`config.mk`:
```
export PLATFORM = sky130hd
export DESIGN_NAME = dff_ram_bm
export DESIGN_NICKNAME = d
export VERILOG_FILES = /design/src/rtl/dff_ram_pkg.sv /design/src/rtl/dff_ram_clr_seq.sv /design/src/rtl/dff_ram_bm.sv
export SDC_FILE = /design/constraint.sdc
export NUM_CORES = 1
export LEC_CHECK = 0
export CORE_ASPECT_RATIO = 0.75
export CORE_UTILIZATION = 59
export DETAILED_ROUTE_END_ITERATION = 10
export MAX_ROUTING_LAYER = met4
export PLACE_DENSITY = 0.83
export SYNTH_ARGS = -nofsm -noshare
export SYNTH_HDL_FRONTEND = slang
export SYNTH_SLANG_ARGS = --single-unit
```
`constraint.sdc`:
```
create_clock -name clk -period 5.37 [get_ports clk]
set_input_delay 0.537 -clock clk [delete_from_list [all_inputs] [get_ports clk]]
set_output_delay 0.537 -clock clk [all_outputs]
set_load 0.03 [all_outputs]
```
`src/rtl/dff_ram_pkg.sv`:
```
// Shared types, default parameters and the lane-merge helper for the flip-flop RAM.
// The merge works on a generous fixed width so one function serves every instance size.
package dff_ram_pkg;

   localparam int DEF_WIDTH  = 72;
   localparam int DEF_DEPTH  = 8;
   localparam int DEF_LANE_W = 9;

   localparam int MAX_W     = 1024;
   localparam int MAX_LANES = 1024;

   typedef enum logic {
      INIT  = 1'b0,
      READY = 1'b1
   } ram_state_e;

   // Bits whose lane has an active-low enable cleared take the new value; the rest keep the old one.
   function automatic logic [MAX_W-1:0] lane_merge(input logic [MAX_W-1:0]     old_word,
                                                   input logic [MAX_W-1:0]     new_word,
                                                   input logic [MAX_LANES-1:0] mask_n,
                                                   input int                   lane_w);
      logic [MAX_W-1:0] res;
      res = old_word;
      for (int b = 0; b < MAX_W; b++) begin
         if (!mask_n[b / lane_w]) res[b] = new_word[b];
      end
      return res;
   endfunction

endpackage

```
`src/rtl/dff_ram_clr_seq.sv`:
```
// Post-reset clear sequencer: walks every word once writing the init value, then parks in READY.
module dff_ram_clr_seq
   import dff_ram_pkg::*;
#(
   parameter int DEPTH  = DEF_DEPTH,
   parameter int ADDR_W = 3
) (
   input  logic              clk,
   input  logic              rst_n,
   output logic              clr_we,
   output logic [ADDR_W-1:0] clr_addr,
   output logic              init_done
);

   localparam logic [ADDR_W-1:0] LAST = ADDR_W'(DEPTH - 1);

   ram_state_e        state, state_nxt;
   logic [ADDR_W-1:0] cnt, cnt_nxt;

   always_ff @(posedge clk or negedge rst_n) begin
      if (!rst_n) begin
         state <= INIT;
         cnt   <= '0;
      end else begin
         state <= state_nxt;
         cnt   <= cnt_nxt;
      end
   end

   always_comb begin
      state_nxt = state;
      cnt_nxt   = cnt;
      clr_we    = 1'b0;
      init_done = 1'b0;
      case (state)
         INIT: begin
            clr_we = 1'b1;
            if (cnt == LAST) begin
               state_nxt = READY;
               cnt_nxt   = '0;
            end else begin
               cnt_nxt = cnt + ADDR_W'(1);
            end
         end
         READY: init_done = 1'b1;
         default: state_nxt = INIT;
      endcase
   end

   assign clr_addr = cnt;

endmodule

```
`src/rtl/dff_ram_bm.sv`:
```
// Parametrised single-port flip-flop RAM with lane write masks, registered read and range checking.
// The storage array is unreset; the clear sequencer fills it with INIT_VAL after every reset.
module dff_ram_bm
   import dff_ram_pkg::*;
#(
   parameter int                 WIDTH         = DEF_WIDTH,
   parameter int                 DEPTH         = DEF_DEPTH,
   parameter int                 LANE_W        = DEF_LANE_W,
   parameter int                 WRITE_THROUGH = 0,
   parameter logic [WIDTH-1:0]   INIT_VAL      = '0,
   localparam int                ADDR_W        = (DEPTH > 1) ? $clog2(DEPTH) : 1,
   localparam int                NLANE         = WIDTH / LANE_W
) (
   input  logic              clk,
   input  logic              rst_n,
   input  logic              en_n,
   input  logic              wr_n,
   input  logic [ADDR_W-1:0] add,
   input  logic [NLANE-1:0]  wmask_n,
   input  logic [WIDTH-1:0]  wdata,
   output logic [WIDTH-1:0]  rdata,
   output logic              rvalid,
   output logic              addr_err,
   output logic              init_done
);

   if (WIDTH % LANE_W != 0) begin : g_bad_lane
      $error("dff_ram_bm: WIDTH (%0d) must be a multiple of LANE_W (%0d)", WIDTH, LANE_W);
   end
   if (WIDTH > MAX_W) begin : g_bad_width
      $error("dff_ram_bm: WIDTH (%0d) exceeds lane_merge capacity (%0d)", WIDTH, MAX_W);
   end

   logic [WIDTH-1:0]  mem [DEPTH];
   logic              clr_we;
   logic [ADDR_W-1:0] clr_addr;
   logic              access, in_range, wr_hit;
   logic [WIDTH-1:0]  rd_word, merged;

   dff_ram_clr_seq #(
      .DEPTH  (DEPTH),
      .ADDR_W (ADDR_W)
   ) u_clr_seq (
      .clk       (clk),
      .rst_n     (rst_n),
      .clr_we    (clr_we),
      .clr_addr  (clr_addr),
      .init_done (init_done)
   );

   assign access   = init_done && !en_n;
   assign in_range = ({1'b0, add} < (ADDR_W + 1)'(DEPTH));
   assign wr_hit   = access && !wr_n && in_range;
   assign rd_word  = mem[add];
   assign merged   = WIDTH'(lane_merge(MAX_W'(rd_word), MAX_W'(wdata), MAX_LANES'(wmask_n), LANE_W));

   // Clearing owns the array until init_done, so user writes never collide with it.
   always_ff @(posedge clk) begin
      if (clr_we) begin
         mem[clr_addr] <= INIT_VAL;
      end else if (wr_hit) begin
         mem[add] <= merged;
      end
   end

   always_ff @(posedge clk or negedge rst_n) begin
      if (!rst_n) begin
         rdata    <= '0;
         rvalid   <= 1'b0;
         addr_err <= 1'b0;
      end else begin
         rvalid   <= 1'b0;
         addr_err <= 1'b0;
         if (access) begin
            if (!in_range) begin
               rdata    <= '0;
               addr_err <= 1'b1;
               rvalid   <= wr_n || (WRITE_THROUGH != 0);
            end else if (wr_n) begin
               rdata  <= rd_word;
               rvalid <= 1'b1;
            end else if (WRITE_THROUGH != 0) begin
               rdata  <= merged;
               rvalid <= 1'b1;
            end
         end
      end
   end

endmodule

```
**Word level (Yosys, flattened, before mapping)**

Memory sizes are Yosys's and may differ from the RTL's.
Index checks and enable logic that the tools add are counted.

- Flip-flop bits (word level): 77
- Memory bits (writable): 576
- Output and inout port bits: 75
- Logic and storage cells: 98
- Memories kept: 1

- Add/subtract/negate cells: 1
- Equality and inequality tests: 1
- Mux-type cells: 85
- Reduce and logical (&&, ||, !) cells: 6

Memories:

| memory | words | width | read ports | clocked after Yosys merged registers in | write ports | line | text |
|---|---|---|---|---|---|---|---|
| mem | 8 | 72 | 1 | 0 | 1 | dff_ram_bm.sv:34 | `logic [WIDTH-1:0] mem [DEPTH];` |

Operator list:

| kind | number |
|---|---|
| $mux W1 | 82 |
| $mux W72 | 1 |
| $reduce_or A72 Y1 | 1 |
| $mux W3 | 2 |
| $add A3 B1 Y3 const B | 1 |
| $eq A3 B3 Y1 const B | 1 |
| $logic_and A1 B1 Y1 | 2 |
| $logic_not A1 Y1 | 2 |
| $reduce_and A2 Y1 | 1 |

**Longest topological paths before layout**

- Depth in word-level cells: 8
- Gate-level depth with buffers: 7
- Gate-level depth less buffers: 4

**By module**

Synthesis repeated with hierarchy kept, for this count alone.

- Cells, all modules: 1587
- Area total of the unflattened synthesis: 25533.2 sq um

Modules (own cells, without submodules):

| module | times used | cells an instance | area an instance (sq um) | seq. area each (sq um) |
|---|---|---|---|---|
| dff_ram_bm | 1 | 1575 | 25360.6 | 19123.3 |
| dff_ram_clr_seq | 1 | 12 | 172.7 | 100.1 |

**Least setup slack after synthesis**

OpenSTA, ideal clock, no wires.

- Path type: reg2reg
- Start: reg u_clr_seq.state
- End: mem mem[6][0] in the netlist's numbering (enable)
- Library setup time: 503 ps
- Arrival time: 4429 ps
- Required time: 4867 ps
- Setup slack: 438 ps
- Stages on the path, launching flop included: 6
- Path buffers: 2
- Clock period less this slack: 4932 ps
- Cell sequence: dfrtp_1 > buf_2 > nor3b_2 > buf_2 > a21oi_1 > nor2_1

- Word-level cells in the longest chain between the ends: 8
- Elaborated cells on any way between the ends: 10
- Those cells by class: mux (7); reduce/logical (3)

RTL lines:

| element | line | text |
|---|---|---|
| start: declaration | dff_ram_clr_seq.sv:17 | `ram_state_e state, state_nxt;` |
| start signal: assignment | dff_ram_clr_seq.sv:25 | `state <= state_nxt;` |
| $mux W1 | dff_ram_clr_seq.sv:35 | `case (state)` |
| $logic_and A1 B1 Y1 | dff_ram_bm.sv:51 | `assign access = init_done && !en_n;` |
| $logic_and A1 B1 Y1 | dff_ram_bm.sv:53 | `assign wr_hit = access && !wr_n && in_range;` |
| $mux W1 | dff_ram_bm.sv:61 | `end else if (wr_hit) begin` |
| $mux W1 | dff_ram_bm.sv:59 | `if (clr_we) begin` |
| $mux W1 (not written as such) | dff_ram_bm.sv:62 | `mem[add] <= merged;` |
| $reduce_or A72 Y1 (no source line) | n/a |  |
| $mux W3 (no source line) / $mux W1 (equally long branches) | n/a |  |
| end: declaration | dff_ram_bm.sv:34 |  |

Several ways; a longest one is shown, not always the timed one.

**Worst setup path in the final report**

- Start: reg u_clr_seq.state
- End: mem mem[3][18] in the netlist's numbering (enable)

The elaborated chain is that of the path after synthesis.

==> results.json <==
{
  "drc": 0,
  "initial_core_util_pct": 60.2,
  "period_needed_ps": 3010,
  "seqPwrFrac_pct": 52.6,
  "cp_max_fo": 36,
  "synth_cell_types": 25,
  "die_w_um": 242,
  "ant_nets": 0,
  "max-vdd-ir-drop_mv": 0.263,
  "p_sw_share_pct": 22.4,
  "place.gp.congestion": 0.753,
  "synthTopCellsByArea": "edfxtp_1 68%, mux2i_1 11%, dfrtp_1 7.6%, a22oi_1 4.2%, nand2_1 2.1%",
  "setup_ws_ps": 2360,
  "reg2reg_to": "mem[3][18]",
  "pwr-share-clk_pct": 38.6,
  "num_antenna_cells": 0,
  "yosysSeqAreaShare_pct": 75.4,
  "syn_area_per_cell_sq_um": 16.1,
  "final_cells": 2350,
  "clock.fmax_ghz": 0.332,
  "dieArea_sq_um": 44100,
  "pwr-share-comb_pct": 8.8,
  "cts_buffers": 58,
  "routed_via_density": 6.09,
  "fin_util_pct": 70.0,
  "leakagePower_nw": 10.9,
  "wl_um": 54800,
  "cts.reportedPaths.clkPinSlew_ps": 70,
  "dpl.hpwl_um": 29200,
  "finalNetCount": 1821,
  "clock_skew_ps": 12.5,
  "critPathCaptureType": "flop",
  "finalMaxSlewViolations": 0,
  "grt_usage_pct": 26.0,
  "drtPass1Iterations": 5,
  "num_rows": 65,
  "internal_power_mw": 8.45,
  "holdWs_ps": 355,
  "final.setup.tns_ps": 0,
  "port_buffers": 160,
  "finalCritPeriodShare_pct": 56.1,
  "place_area_sq_um": 27700,
  "core_area_sq_um": 42400,
  "power_density_nw_per_um2": 367,
  "finalSetupViolCount": 0,
  "num_vias": 14300,
  "antenna_found_initial": 0,
  "syn_nets": 1676,
  "required_ps": 5600,
  "r2r_cells": 5,
  "area_growth_pct": 16.3,
  "clock_latency_ps": 600,
  "crit_arrival_ps": 3240,
  "design_area_sq_um": 29700,
  "dp_cells": 2240,
  "r2r_slack_ps": 2360,
  "synth_warnings": 0,
  "status": "finished, final reports clean",
  "worstMarginPinSlew_ps": 1210,
  "cp-startpoint": "u_clr_seq.state",
  "cts_root_buffer": "clkbuf_16",
  "cp-start-kind": "flop",
  "grt_max_degree": 146,
  "cts_tree": "yes",
  "grt_setup_unrepaired": "false",
  "drive_gt1_share_pct": 7.75,
  "postCtsSetupBuffers": 0,
  "yosys.area.top_type": "edfxtp_1",
  "io_pins": 162,
  "hold_violations": 0,
  "synthCells": 1587,
  "wl_per_cell_um": 23.3,
  "cts.sinks": 653,
  "preCtsSetupSlack_ps": 1870,
  "critical_path_class": "reg -> reg",
  "initialDrtViolationCount": 1334,
  "p_sw_mw": 2.44,
  "drv_cap": 0,
  "yosysTopAreaCellShare_pct": 67.8,
  "cts.htree.levels": 2,
  "slew_headroom_pct": 19.0,
  "fin_total_pwr_mw": 10.9,
  "ctsLongestPathBuffers": 3,
  "die_height_um": 182,
  "synth_area_sq_um": 25500,
  "grt_pass1_wl_um": 84700,
  "overflow": 0,
  "hp-class": "in -> async",
  "rr_startpoint": "u_clr_seq.state",
  "ys_ff_latch": 653,
  "grt_pass1_vias": 14900
}
state kept, by name, summed over array words and instances, names as in the netlist:
name / flops
u_clr_seq.state: 1
rdata: 72
rvalid: 1
mem: 576
u_clr_seq.clr_addr: 3
layout by cell type (no fill, tap or decap), types with 5 or more instances in the layout:
cell | Yosys | layout
edfxtp_1 | 576 | 576
mux2i_1 | 288 | 288
clkdlybuf4s50_1 | 0 | 158
nand2_1 | 146 | 146
a22oi_1 | 144 | 144
a21oi_1 | 77 | 77
dfrtp_1 | 77 | 77
o21ai_1 | 73 | 73
o21ai_0 | 72 | 72
clkbuf_16 | 0 | 61
buf_4 | 17 | 25
clkinv_2 | 0 | 11
nor2_4 | 0 | 9
clkbuf_8 | 0 | 9
clkinv_1 | 0 | 9
clkbuf_1 | 53 | 8
bufinv_16 | 0 | 5
clkinvlp_4 | 0 | 5
logic make-up after synthesis:
logic type	share of synthesized area, %
buf+inv	1.90
fa+ha+maj	0.0981
flops	75.4
mux	11.4
other cells	0.0147
compound gates	8.62
simple gates	2.62
power groups by stage:
stage / clock network, mW / logic [mW] / registers (mW)
6_report: 4.20 / 0.955 / 5.73
5_1_grt: 4.45 / 1.02 / 5.74
4_1_cts: 4.24 / 0.961 / 5.73
3_5_place_dp: 0 / 0.951 / 5.84
3_3_place_gp: 0 / 0.932 / 5.83
2_1_floorplan: 0 / 0.396 / 5.98
cell usage after synthesis, drive strengths merged:
cell	instances
conb	1
or2	1
mux2i	288
clkbuf	53
edfxtp	576
o21ai	145
and2	1
mux2	2
nor3b	3
nor3	2
nand2	146
inv	1
nor2	12
nor2b	3
buf	51
a31oi	1
a21oi	77
a22oi	144
dfrtp	77
ha	2
nand3b	1
critical path, stage by stage, from the launching register on:
cell     delay [ps]
dfrtp_1         520
nor3b_4         230
buf_4           380
a21oi_1         240
nor2_4          660
buf_4           570
per-layer routing:
layer	vias to the layer above	track usage (%)	wire, um
li1	6458	-	-
met1	7201	33.7	22100
met2	545	43.0	27700
met3	112	3.63	3580
met4	0	8.51	1430
met5	-	-	0
how the worst max path moves through the flow:
stage,to,slack [ps],cells past startpoint
floorplan,mem[6][0],440,5
global placement,mem[3][25],1910,6
detailed placement,mem[3][22],1870,6
CTS,mem[3][30],2350,5
global route,mem[3][35],2190,5
finish,mem[3][18],2360,5
layout make-up:
class | count | area (sq um)
sequential | 653 | 19200
clock buffer | 78 | 1680
fill | 2627 | 12700
timing repair buffer | 189 | 1870
tap | 569 | 712
inverter | 1 | 3.75
clock inverter | 31 | 285
multi-input combinational | 829 | 5890
repair_timing:
item	CTS	global route
hold buffers	1	0
resized for setup	0	0
hold endpoints to repair	17	0
Power figures use the tool's default switching activity.
